<file path="config.mk">
export PLATFORM = sky130hd
export DESIGN_NAME = decode_out_queue
export DESIGN_NICKNAME = d
export VERILOG_FILES = /design/src/rtl/decode_out_queue.sv
export SDC_FILE = /design/constraint.sdc
export NUM_CORES = 1
export LEC_CHECK = 0
export ABC_AREA = 0
export CAP_MARGIN = 15
export CORE_MARGIN = 5
export CORE_UTILIZATION = 51
export CTS_BUF_LIST = sky130_fd_sc_hd__clkbuf_8
export CTS_CLUSTER_DIAMETER = 120
export DETAILED_ROUTE_END_ITERATION = 10
export PLACE_DENSITY = 0.78
export SYNTH_ARGS = -nofsm -noshare
export SYNTH_HDL_FRONTEND = slang
export SYNTH_SLANG_ARGS = --single-unit
</file>
<file path="constraint.sdc">
create_clock -name clock -period 2.8 [get_ports clock]
set_clock_uncertainty 0.1 [all_clocks]
set_input_delay 0.56 -clock clock [delete_from_list [all_inputs] [get_ports clock]]
set_output_delay 0.56 -clock clock [all_outputs]
set_load 0.03 [all_outputs]
</file>
<file path="src/rtl/decode_out_queue.sv">
// DEPTH-entry FIFO on the LC3 decode_out bus between decode and execute.
// Valid/ready on both sides; synchronous flush drops all queued bundles.
module decode_out_queue #(
    parameter int DEPTH    = 4,
    parameter int WORD_W   = 16,
    parameter int E_CTRL_W = 6,
    parameter int W_CTRL_W = 2
) (
    input  logic                    clock,
    input  logic                    reset,
    input  logic                    flush,
    input  logic                    in_valid,
    output logic                    in_ready,
    input  logic [W_CTRL_W-1:0]     in_w_control,
    input  logic                    in_mem_control,
    input  logic [E_CTRL_W-1:0]     in_e_control,
    input  logic [WORD_W-1:0]       in_ir,
    input  logic [WORD_W-1:0]       in_npc,
    output logic                    out_valid,
    input  logic                    out_ready,
    output logic [W_CTRL_W-1:0]     out_w_control,
    output logic                    out_mem_control,
    output logic [E_CTRL_W-1:0]     out_e_control,
    output logic [WORD_W-1:0]       out_ir,
    output logic [WORD_W-1:0]       out_npc,
    output logic [$clog2(DEPTH):0]  count,
    output logic                    full,
    output logic                    empty
);

    localparam int PW = $clog2(DEPTH);
    localparam int CW = PW + 1;

    typedef struct packed {
        logic [W_CTRL_W-1:0] w_control;
        logic                mem_control;
        logic [E_CTRL_W-1:0] e_control;
        logic [WORD_W-1:0]   ir;
        logic [WORD_W-1:0]   npc;
    } bundle_t;

    bundle_t         r_mem [DEPTH];
    logic [PW-1:0]   r_wr_ptr;
    logic [PW-1:0]   r_rd_ptr;
    logic [CW-1:0]   r_count;
    logic            r_ready_en;

    logic            w_push;
    logic            w_pop;
    logic            w_full;
    logic            w_empty;
    logic            w_in_ready;
    bundle_t         w_in_bundle;
    bundle_t         w_head;

    assign w_full     = (r_count == CW'(DEPTH));
    assign w_empty    = (r_count == '0);
    assign w_in_ready = r_ready_en & ~w_full & ~flush;
    assign w_push     = in_valid & w_in_ready;
    assign w_pop      = ~w_empty & out_ready;

    assign w_in_bundle = '{
        w_control:   in_w_control,
        mem_control: in_mem_control,
        e_control:   in_e_control,
        ir:          in_ir,
        npc:         in_npc
    };

    // Stale storage stays hidden: the head is masked whenever the queue is empty.
    assign w_head = w_empty ? '0 : r_mem[r_rd_ptr];

    assign in_ready        = w_in_ready;
    assign out_valid       = ~w_empty;
    assign out_w_control   = w_head.w_control;
    assign out_mem_control = w_head.mem_control;
    assign out_e_control   = w_head.e_control;
    assign out_ir          = w_head.ir;
    assign out_npc         = w_head.npc;
    assign count           = r_count;
    assign full            = w_full;
    assign empty           = w_empty;

    always_ff @(posedge clock or negedge reset) begin
        if (!reset) begin
            r_ready_en <= 1'b0;
        end else begin
            r_ready_en <= 1'b1;
        end
    end

    always_ff @(posedge clock or negedge reset) begin
        if (!reset) begin
            r_wr_ptr <= '0;
            r_rd_ptr <= '0;
            r_count  <= '0;
        end else if (flush) begin
            r_wr_ptr <= '0;
            r_rd_ptr <= '0;
            r_count  <= '0;
        end else begin
            if (w_push) begin
                r_wr_ptr <= r_wr_ptr + PW'(1);
            end
            if (w_pop) begin
                r_rd_ptr <= r_rd_ptr + PW'(1);
            end
            unique case ({w_push, w_pop})
                2'b10:   r_count <= r_count + CW'(1);
                2'b01:   r_count <= r_count - CW'(1);
                default: r_count <= r_count;
            endcase
        end
    end

    always_ff @(posedge clock) begin
        if (w_push) begin
            r_mem[r_wr_ptr] <= w_in_bundle;
        end
    end

`ifndef SYNTHESIS
    a_count_bound: assert property (
        @(posedge clock) disable iff (!reset) r_count <= CW'(DEPTH));
    a_no_underflow: assert property (
        @(posedge clock) disable iff (!reset) !(w_pop && w_empty));
`endif

endmodule

</file>
==> impl_metrics.csv <==
group,metric,value,unit
outcome,status,"finished, final reports clean",
grt,gr-usage-met3,4.78,%
drt,dr_total_vias,3327,
grt,grt_max_degree,30,
pwr,clkPwrFrac,22.5,%
yosys,syn_nets,365,
yosys,syn_avg_cell_area,21.5,sq um
timing,slew_viol_final,0,
grt,top_usage_layer,"met2",
critical_path,end_kind,"output port",
yosys,syn_inst,314,
grt,grt_pass1_vias,3657,
final_layout,fin_cells,622,
yosys,ys.warnings.count,0,
yosys,ys_top_cells_by_count,"164 x edfxtp_1, 45 x and2_1, 41 x mux4_2",
clock_tree,clk_latency,0.44,ns
placed_design,dp_cells,586,
floorplanning,fp.dieH,125,microns
timing,min_period,2.75,ns
pwr,peakVddDrop,0.500,mV
pwr,seq_power_share,37.7,%
yosys,synth.largest_area_cell,"edfxtp_1",
clock_tree,cts_made_buffers,17,
yosys,ys_seq_elements,172,
final_layout,drive_gt1_share,33.9,%
timing,finalCritPeriodShare,98.3,%
drt,via_per_inst,5.35,
drt,antenna_left,0,
critical_path,cp-start-kind,"register",
critical_path,worstPathArrival,2.09,ns
grt,grt_overflow,0,
final_layout,antennaDiodeCount,0,
yosys,async_flop_share,4.65,%
timing,setup_viol,0,
clock_tree,clock-sinks,172,
final_layout,nets,484,
clock_tree,path_clk_slew,0.08,ns
pwr,total_power,7880,uW
yosys,synth_top_flop_cell,"edfxtp_1",
final_layout,fill_cells,902,
pwr,p_per_area,927,nW/um^2
critical_path,regToRegSetupSlack,0.20,ns
clock_tree,tritoncts,"built",
yosys,synth_most_common_cell,"edfxtp_1",
yosys,synth_edf_count,164,
pwr,sw_frac_of_total,33.4,%
grt,grt_use_total,16.4,%
drt,first_iter_violations,169,
pwr,internal_power,5250,uW
yosys,ys_seq_area_share,76.0,%
pwr,switching_power,2630,uW
floorplanning,die-area,15600,sq um
drt,routed_wl,12300,microns
job,drv_cap,0,
critical_path,path_class,"reg -> out",
final_layout,area_delta_synth_final,26.1,%
timing,rsz0062_at_grt,"true",
min_path,hold_class,"in -> async",
clock_tree,cts_max_path_buffers,2,
floorplanning,core,13100,sq um
timing,max_clock_freq,363,MHz
drt,first_pass_iters,4,
clock_tree,cts_root_buffer,"clkbuf_8",
drt,wl_per_cell,19.8,microns
pwr,power_frac_comb,39.7,%
yosys,synthesis.area,6750,sq um
critical_path,required,2.14,ns
floorplanning,io_pins,94,
grt,use_met2,27.8,%
yosys,synth_top_area_share,73.0,%
yosys,ys_types,31,
clock_tree,cts_hold_buf,0,
grt,use_met1,20.3,%
floorplanning,dieWidth,125,microns
grt,grt_pass1_wl,19400,microns
placed_design,hpwl,7770,microns
drt,drc,0,
floorplanning,start_util,51.5,%
floorplanning,fp-row-count,42,
placed_design,portBuffers,93,
placed_design,gp_congestion,0.722,
grt,antenna_found_initial,0,
critical_path,cp_max_fo,12,
clock_tree,h-tree-depth,4,
yosys,synthTopCellsByArea,"edfxtp_1 73%, mux4_2 14%, and2_1 4.2%",
pwr,power_leakage,0.00284,uW
timing,hold_viol_final,0,
[timing repair]
action,in CTS,in global routing
endpoints found under the setup margin,35,34
buffers inserted,4,0
resized for setup,105,42
[power groups by stage]
stage / clock (uW) / sequential (uW) / combinational [uW]
final: 1780 / 2970 / 3130
after detailed placement: 0 / 3040 / 3210
after global placement: 0 / 3030 / 3180
after global routing: 1940 / 2980 / 3320
after CTS: 1830 / 2970 / 3220
after floorplan: 0 / 3050 / 1910
[path summary, 6_finish.rpt]
path                                               from                      end  cells past startpoint
worst max-delay path            r_rd_ptr[0]$_DFFE_PN0P_          out_mem_control                      4
worst min-delay path                              reset  r_rd_ptr[0]$_DFFE_PN0P_                      1
worst max register to register     count[2]$_DFFE_PN0P_     count[2]$_DFFE_PN0P_                      9
worst min register to register  r_wr_ptr[1]$_DFFE_PN0P_  r_wr_ptr[1]$_DFFE_PN0P_                      2
max in group asynchronous                         reset  r_rd_ptr[0]$_DFFE_PN0P_                      1
min in group clock              r_wr_ptr[1]$_DFFE_PN0P_  r_wr_ptr[1]$_DFFE_PN0P_                      2
[flip-flops by register name, indices dropped and copies added (netlist names)]
signal      flops
r_wr_ptr        2
r_rd_ptr        2
r_mem         164
r_ready_en      1
count           3
[critical path, stage by stage (launching register included)]
cell,delay (ns)
dfrtp_4,0.51
buf_12,0.18
mux4_2,0.49
and2_1,0.18
clkdlybuf4s15_2,0.28
[cell type report]
class	count	area (sq um)	area share, %
Clock buffer	17	234	2.75
Clock inverter	15	181	2.13
Inverter	3	11.3	0.132
Multi-Input combinational cell	122	1540	18.1
Sequential cell	172	5130	60.3
Tap cell	176	220	2.59
Timing Repair Buffer	117	1180	13.9
[kinds of logic after synthesis]
kind of cell / Yosys count / synth area share [%]
mux: 44 / 14.2
flops: 172 / 76.0
other cells: 1 / 0.0556
fa+ha+maj: 5 / 1.04
xor+xnor: 3 / 0.501
simple gates: 66 / 6.42
compound gates: 3 / 0.408
buf+inv: 20 / 1.43
[through the flow]
stage / area (sq um) / hold slack [ns] / setup slack, ns / utilization [%] / setup TNS, ns
2_1_floorplan: 6750 / 0.164 / 0.249 / - / 0
3_3_place_gp: 8070 / 0.478 / 0.144 / 61.6 / 0
4_1_cts: 8570 / 0.281 / -0.00593 / 65.5 / -0.00593
6_report: 8500 / 0.311 / 0.0483 / 65.0 / 0
3_5_place_dp: 8070 / 0.533 / 0.0304 / 61.6 / 0
5_1_grt: 8500 / 0.297 / -0.0662 / 65.0 / -0.613
[placed cells by master, fill, tap and decap left out, drive strengths merged]
cell type / netlist / layout
nand4b: 1 / 1
bufinv: 0 / 4
clkbuf: 9 / 17
mux4: 41 / 41
nor4bb: 1 / 1
nand2: 3 / 3
clkdlybuf4s15: 0 / 18
mux2i: 1 / 1
clkinv: 0 / 4
inv: 3 / 5
dlygate4sd2: 0 / 1
o31ai: 1 / 1
nand2b: 3 / 3
fa: 1 / 1
conb: 1 / 1
nor2b: 2 / 2
buf: 8 / 48
clkinvlp: 0 / 5
and2: 45 / 45
xor2: 3 / 3
o21ai: 1 / 1
clkdlybuf4s50: 0 / 50
ha: 4 / 4
nor2: 6 / 6
nor3b: 2 / 2
nand3: 1 / 1
a2bb2oi: 1 / 1
nand3b: 1 / 1
edfxtp: 164 / 164
dfrtp: 8 / 8
mux2: 2 / 2
or3: 1 / 1
[layer usage]
metal	share of wire, %	wire length, microns	vias to the layer above
met5	0	0	-
li1	-	-	1483
met1	42	5140	1740
met3	4.7	572	14
met2	52	6400	90
met4	1.5	181	0
(Power assumes the default switching activity.)
